### src/rtl/m_fetch.sv
// m_fetch: program counter, sequential instruction-memory reads and a small {inst, pc} queue.
// Latency: request in cycle N, response in N+1, visible at the queue head in N+2 (no bypass).
// Backpressure: valid/ready at the head; fetch stalls while queued + in-flight fills the queue.

// m_fetch_fifo: circular buffer with flush and a zeroed head while empty.
// Latency: a push becomes visible at the head on the following cycle.
// Backpressure: the caller must never push while full; the head pops on head_vld & pop_rdy.
module m_fetch_fifo #(
  parameter int WIDTH = 64,
  parameter int DEPTH = 4
) (
  input  logic                     w_clk,
  input  logic                     w_rst,
  input  logic                     flush,
  input  logic                     push_vld,
  input  logic [WIDTH-1:0]         push_dat,
  input  logic                     pop_rdy,
  output logic                     head_vld,
  output logic [WIDTH-1:0]         head_dat,
  output logic [$clog2(DEPTH):0]   count
);
  localparam int AW = $clog2(DEPTH);

  logic [WIDTH-1:0] mem [DEPTH];
  logic [AW-1:0]    wr_ptr;
  logic [AW-1:0]    rd_ptr;
  logic             do_push;
  logic             do_pop;

  assign head_vld = (count != '0);
  assign do_pop   = head_vld & pop_rdy;
  // A flush wins over a push arriving in the same cycle.
  assign do_push  = push_vld & ~flush;
  assign head_dat = head_vld ? mem[rd_ptr] : '0;

  // Pointer and occupancy bookkeeping; pointers wrap naturally because DEPTH is a power of two.
  always_ff @(posedge w_clk or posedge w_rst) begin
    if (w_rst) begin
      wr_ptr <= '0;
      rd_ptr <= '0;
      count  <= '0;
    end else if (flush) begin
      wr_ptr <= '0;
      rd_ptr <= '0;
      count  <= '0;
    end else begin
      if (do_push) wr_ptr <= wr_ptr + AW'(1);
      if (do_pop)  rd_ptr <= rd_ptr + AW'(1);
      if (do_push & ~do_pop)      count <= count + (AW+1)'(1);
      else if (~do_push & do_pop) count <= count - (AW+1)'(1);
    end
  end

  // Storage needs no reset: the head is masked to zero whenever the queue is empty.
  always_ff @(posedge w_clk) begin
    if (do_push) mem[wr_ptr] <= push_dat;
  end
endmodule

module m_fetch #(
  parameter int          DEPTH    = 4,
  parameter logic [31:0] RESET_PC = 32'h0000_0000
) (
  input  logic        w_clk,
  input  logic        w_rst,
  output logic        w_imem_req,
  output logic [31:0] w_imem_addr,
  input  logic [31:0] w_imem_data,
  input  logic        w_redirect,
  input  logic [31:0] w_redirect_pc,
  output logic        w_inst_valid,
  input  logic        w_inst_ready,
  output logic [31:0] w_inst,
  output logic [31:0] w_inst_pc
);
  localparam int CW = $clog2(DEPTH) + 1;

  typedef struct packed {
    logic [31:0] inst;
    logic [31:0] pc;
  } fq_entry_t;

  logic [31:0] r_pc;
  logic [31:0] r_pend_pc;
  logic        r_pend;
  logic [CW-1:0] q_count;
  logic [CW:0]   occ;
  fq_entry_t     push_entry;
  fq_entry_t     head_entry;
  logic          head_vld;

  // Occupancy counts the in-flight word so the queue can never overflow;
  // a pop in the same cycle is deliberately not credited.
  assign occ         = {1'b0, q_count} + {{CW{1'b0}}, r_pend};
  assign w_imem_req  = ~w_rst & ~w_redirect & (occ < (CW+1)'(DEPTH));
  assign w_imem_addr = r_pc;

  assign push_entry = '{inst: w_imem_data, pc: r_pend_pc};

  m_fetch_fifo #(
    .WIDTH ($bits(fq_entry_t)),
    .DEPTH (DEPTH)
  ) u_queue (
    .w_clk    (w_clk),
    .w_rst    (w_rst),
    .flush    (w_redirect),
    .push_vld (r_pend),
    .push_dat (push_entry),
    .pop_rdy  (w_inst_ready),
    .head_vld (head_vld),
    .head_dat (head_entry),
    .count    (q_count)
  );

  assign w_inst_valid = head_vld;
  assign w_inst       = head_entry.inst;
  assign w_inst_pc    = head_entry.pc;

  // PC advance and in-flight tracking; a redirect cancels the pending response and retargets.
  always_ff @(posedge w_clk or posedge w_rst) begin
    if (w_rst) begin
      r_pc      <= RESET_PC & ~32'h3;
      r_pend    <= 1'b0;
      r_pend_pc <= '0;
    end else if (w_redirect) begin
      r_pc      <= w_redirect_pc & ~32'h3;
      r_pend    <= 1'b0;
    end else if (w_imem_req) begin
      r_pc      <= r_pc + 32'd4;
      r_pend    <= 1'b1;
      r_pend_pc <= r_pc;
    end else begin
      r_pend    <= 1'b0;
    end
  end
endmodule

### config.mk
export PLATFORM = sky130hd
export DESIGN_NAME = m_fetch
export DESIGN_NICKNAME = d
export VERILOG_FILES = /design/src/rtl/m_fetch.sv
export SDC_FILE = /design/constraint.sdc
export NUM_CORES = 1
export LEC_CHECK = 0
export ABC_AREA = 1
export CORE_MARGIN = 2
export CORE_UTILIZATION = 44
export CTS_BUF_LIST = sky130_fd_sc_hd__clkbuf_2 sky130_fd_sc_hd__clkbuf_4 sky130_fd_sc_hd__clkbuf_8
export CTS_CLUSTER_SIZE = 14
export DETAILED_ROUTE_END_ITERATION = 16
export PLACE_DENSITY_LB_ADDON = 0.08
export SLEW_MARGIN = 20
export SYNTH_ARGS = -nofsm -noshare
export SYNTH_HDL_FRONTEND = slang
export SYNTH_SLANG_ARGS = --single-unit
### constraint.sdc
create_clock -name w_clk -period 5.8 [get_ports w_clk]
set_input_delay 0.58 -clock w_clk [delete_from_list [all_inputs] [get_ports w_clk]]
set_output_delay 0.58 -clock w_clk [all_outputs]
set_load 0.05 [all_outputs]
==> impl_summary.txt <==
----------------------------------------------------
[Floorplanning]
  Overall die area ... 31600 um^2
  Height of the die ... 178 um
  Starting density of the core ... 44.7%
  Number of standard-cell rows in the floorplan ... 63
  Die Wd ... 178 um
  Floorplan core area ... 29700 um^2
  I/O pin count ... 166

[Synthesis]
  Seq cells post-synth ... 316
  Total standard cell area after synthesis ... 13300 um^2
  Count of yosys warnings during synthesis ... 0
  Post-synthesis cell count ... 1231
  Commonest cells in the synthesized netlist ... sky130_fd_sc_hd__nor2_1 (334), sky130_fd_sc_hd__edfxtp_1 (248), sky130_fd_sc_hd__o21ai_0 (152)
  Number of synthesized flops with an enable pin ... 248
  Most common cell in the synthesized netlist ... sky130_fd_sc_hd__nor2_1
  Avg Inst Size Synth ... 10.8 um^2
  Fraction of the yosys area taken by sequential cells ... 68.8%
  Ys flop type ... sky130_fd_sc_hd__edfxtp_1
  Share of synthesized registers carrying an async set or reset ... 21.5%
  Top cells by area in the synthesized netlist ... sky130_fd_sc_hd__edfxtp_1 (56%), sky130_fd_sc_hd__dfrtp_1 (13%), sky130_fd_sc_hd__nor2_1 (9.4%)
  Cell type with the largest total area after synthesis ... sky130_fd_sc_hd__edfxtp_1
  Post-synth cell types ... 30
  Area fraction of the dominant cell type after synthesis ... 56.0%

[CTS]
  Clock slew at reported path FFs ... 0.06 ns
  Number of cells upsized or downsized after cts ... 0
  Number of clock buffers inserted by TritonCTS ... 51
  Number of setup buffers added after CTS ... 0
  Clock insertion delay at the later pin of the skew report ... 0.57 ns
  Number of clock sinks ... 316
  Maximum clock insertion buffer count ... 3
  Clock tree from TritonCTS ... done
  Clock tree root driver cell ... sky130_fd_sc_hd__clkbuf_8
  H-tree depth ... 2
  Hold-fix buffer count after cts ... 0

[Placement]
  Number of input and output port buffers inserted ... 159
  Final GP Congestion ... 0.867
  Detailed placement HPWL ... 17300 um
  Cell area after placement ... 15200 um^2
  Worst slack at placement ... 1.89 ns

[GRT]
  Number of global-route vias before repair ... 9201
  Remaining global-route overflow ... 0
  Global-route wire length before repair ... 48800 um
  Number of antenna violations at the first check in global routing ... 0
  Pin count of the biggest net entering global routing ... 126
  GR Util All Layers ... 19.9%

[Power]
  Portion of total power attributed to the clock network ... 22.6%
  Comb pwr share ... 38.5%
  Total internal power ... 4640 uW
  Power spent charging and discharging nets ... 3320 uW
  Leakage power ... 0.00586 uW
  Fraction of power spent switching nets ... 41.7%
  Share of power burned in registers ... 38.9%
  Pwr Density ... 494 nW/um^2
  Peak supply drop ... 0.233 mV

[STA]
  Minimum period implied by the final worst setup slack ... 4.32 ns
  RSZ-0062 raised after global routing ... no
  Final critical-path share of the clock period ... 74.4%
  Slew HR ... 32.7%
  Number of hold-slack violations in the final timing report ... 0
  Worst setup skew after layout ... 0.0167 ns
  Fmax ... 232 MHz
  Least-Margin Pin Slew ... 1.01 ns
  Final setup violation count ... 0
  Fin. max-slew vios ... 0
  Final worst-path setup slack ... 1.48 ns
  Post-route setup TNS ... 0 ns

[Critical path]
  Largest stage delay, worst path ... 1.00 ns
  Crit path required time ... 5.22 ns
  CP Capture Type ... output pin
  Number of cells on the worst reg-to-reg path ... 5
  Crit path max-delay cell type ... sky130_fd_sc_hd__dfrtp_4
  Data arrival time of the critical path ... 3.74 ns
  Cell-by-cell trace of the critical path ... buf_4 -> nor2_1 -> nor2_1 -> o21ai_0 -> a21oi_1 -> clkdlybuf4s50_1
  Kind of start point of the critical path ... flop
  Most common cell on crit path ... sky130_fd_sc_hd__nor2_1
  Worst Setup Path Type ... flop to output pin
  Max Fanout on Critical Path ... 74

[Route]
  Residual antenna-violating net count after detailed routing ... 0
  Count of unresolved DRC violations after routing ... 0
  First-pass iteration count of the detailed router ... 5
  First DRT Iteration DRCs ... 674
  Final Routed Wirelength ... 30700 um
  Post-DR wirelength/cell ... 16.9 um
  Via count ... 9260
  Detail-routed via count per cell ... 5.09

[Cells and area]
  Net count of the finished layout ... 1466
  Diodes inserted ... 0
  Fraction of final layout cells with drive strength greater than 1 ... 8.11%
  Area of all placed cells without fillers ... 16100 um^2
  Synth-to-layout area growth ... 21.4%

[Run]
  Number of max-capacitance violations reported ... 0

[Min path]
  Number of cells on the worst hold path ... 0
  Type of the tightest min-delay check ... flop to flop

[Run status]
  Status ... complete, no violations

----------------------------------------------------
==> layout make-up <==
class	count	area, um^2
clock buffers	71	865
clock inverters	20	83.8
fillers	2579	13600
inverters	58	223
multi-input cells	794	3630
flip-flops and latches	316	9150
well taps	390	488
repair buffers	171	1680
==> sequential cells by signal, indices dropped and copies added, names as in the netlist <==
register and count:
u_queue.mem 248, u_queue.rd_ptr 2, w_imem_addr 30, r_pend 1, u_queue.wr_ptr 2, r_pend_pc 30
u_queue.count 3
==> final timing paths <==
check                             startpoint  slack, ns                  to
max in group asynchronous              w_rst       4.28       r_pend_pc[25]
max                        u_queue.rd_ptr[0]       1.48       w_inst_pc[11]
min reg2reg                    r_pend_pc[22]       0.51  u_queue.mem[0][22]
min in group asynchronous              w_rst       0.56    u_queue.count[2]
max reg2reg                           r_pend       3.33  u_queue.mem[1][34]
min                            r_pend_pc[22]       0.51  u_queue.mem[0][22]
==> logic make-up (layout without fill, tap and decap cells) <==
family	Yosys count	in the layout	synth area share, %
and+or+nand+nor	533	533	16.3
DFF	316	316	68.8
buffers and inverters	124	320	4.15
other	1	4	0.0282
xor gates and xnor gates	4	4	0.264
AOI/OAI and AO/OA	247	247	9.77
adders and majority gates	6	6	0.621
==> placed cells by master, fill, tap and decap left out, types with 2 or more instances in the layout <==
cell and instances:
sky130_fd_sc_hd__a21oi_1 67, sky130_fd_sc_hd__a22oi_1 24, sky130_fd_sc_hd__buf_4 12, sky130_fd_sc_hd__clkbuf_4 18, sky130_fd_sc_hd__clkbuf_8 53, sky130_fd_sc_hd__clkdlybuf4s50_1 159, sky130_fd_sc_hd__clkinv_1 16, sky130_fd_sc_hd__clkinv_2 4
sky130_fd_sc_hd__conb_1 4, sky130_fd_sc_hd__dfrtp_1 66, sky130_fd_sc_hd__edfxtp_1 248, sky130_fd_sc_hd__ha_1 5, sky130_fd_sc_hd__inv_1 51, sky130_fd_sc_hd__inv_2 5, sky130_fd_sc_hd__nand2_1 118, sky130_fd_sc_hd__nand2_2 3
sky130_fd_sc_hd__nand3_1 60, sky130_fd_sc_hd__nand4_1 6, sky130_fd_sc_hd__nor2_1 330, sky130_fd_sc_hd__nor2_2 4, sky130_fd_sc_hd__nor2_4 9, sky130_fd_sc_hd__o21ai_0 152, sky130_fd_sc_hd__o21ai_1 2, sky130_fd_sc_hd__xor2_1 3
==> critical path, delay by kind of cell, from the launching register on <==
family | cells | cell delay (ns)
flops | 1 | 1.00
compound gates | 2 | 0.41
simple gates | 2 | 0.20
buf+inv | 2 | 1.49
==> routing by layer <==
layer,up-vias,share of wire (%),track usage [%]
met1,4389,44,26.5
met3,48,6.3,4.01
li1,4554,-,-
met4,0,1.9,5.64
met5,-,0,0
met2,269,48,33.3
==> per-stage QoR <==
| step | hold WS (ns) | utilization (%) | power [uW] | instances |
|---|---|---|---|---|
| 6_report | 0.510 | 54.3 | 7960 | 1820 |
| 5_1_grt | 0.538 | 54.3 | 8390 | 1820 |
| 4_1_cts | 0.514 | 54.3 | 8060 | 1820 |
| 3_5_place_dp | 0.500 | 51.1 | 6250 | 1729 |
| 3_3_place_gp | 0.499 | 51.1 | 6230 | 1729 |
| 2_1_floorplan | 0.476 | - | 5160 | 1234 |
==> power by group through the flow <==
stage	logic [uW]	registers, uW	clock network [uW]
6_report	3070	3100	1800
5_1_grt	3300	3140	1950
4_1_cts	3120	3100	1840
3_5_place_dp	3110	3140	0
3_3_place_gp	3090	3130	0
2_1_floorplan	2030	3130	0
Note: power is estimated with default switching activity, not from simulation.
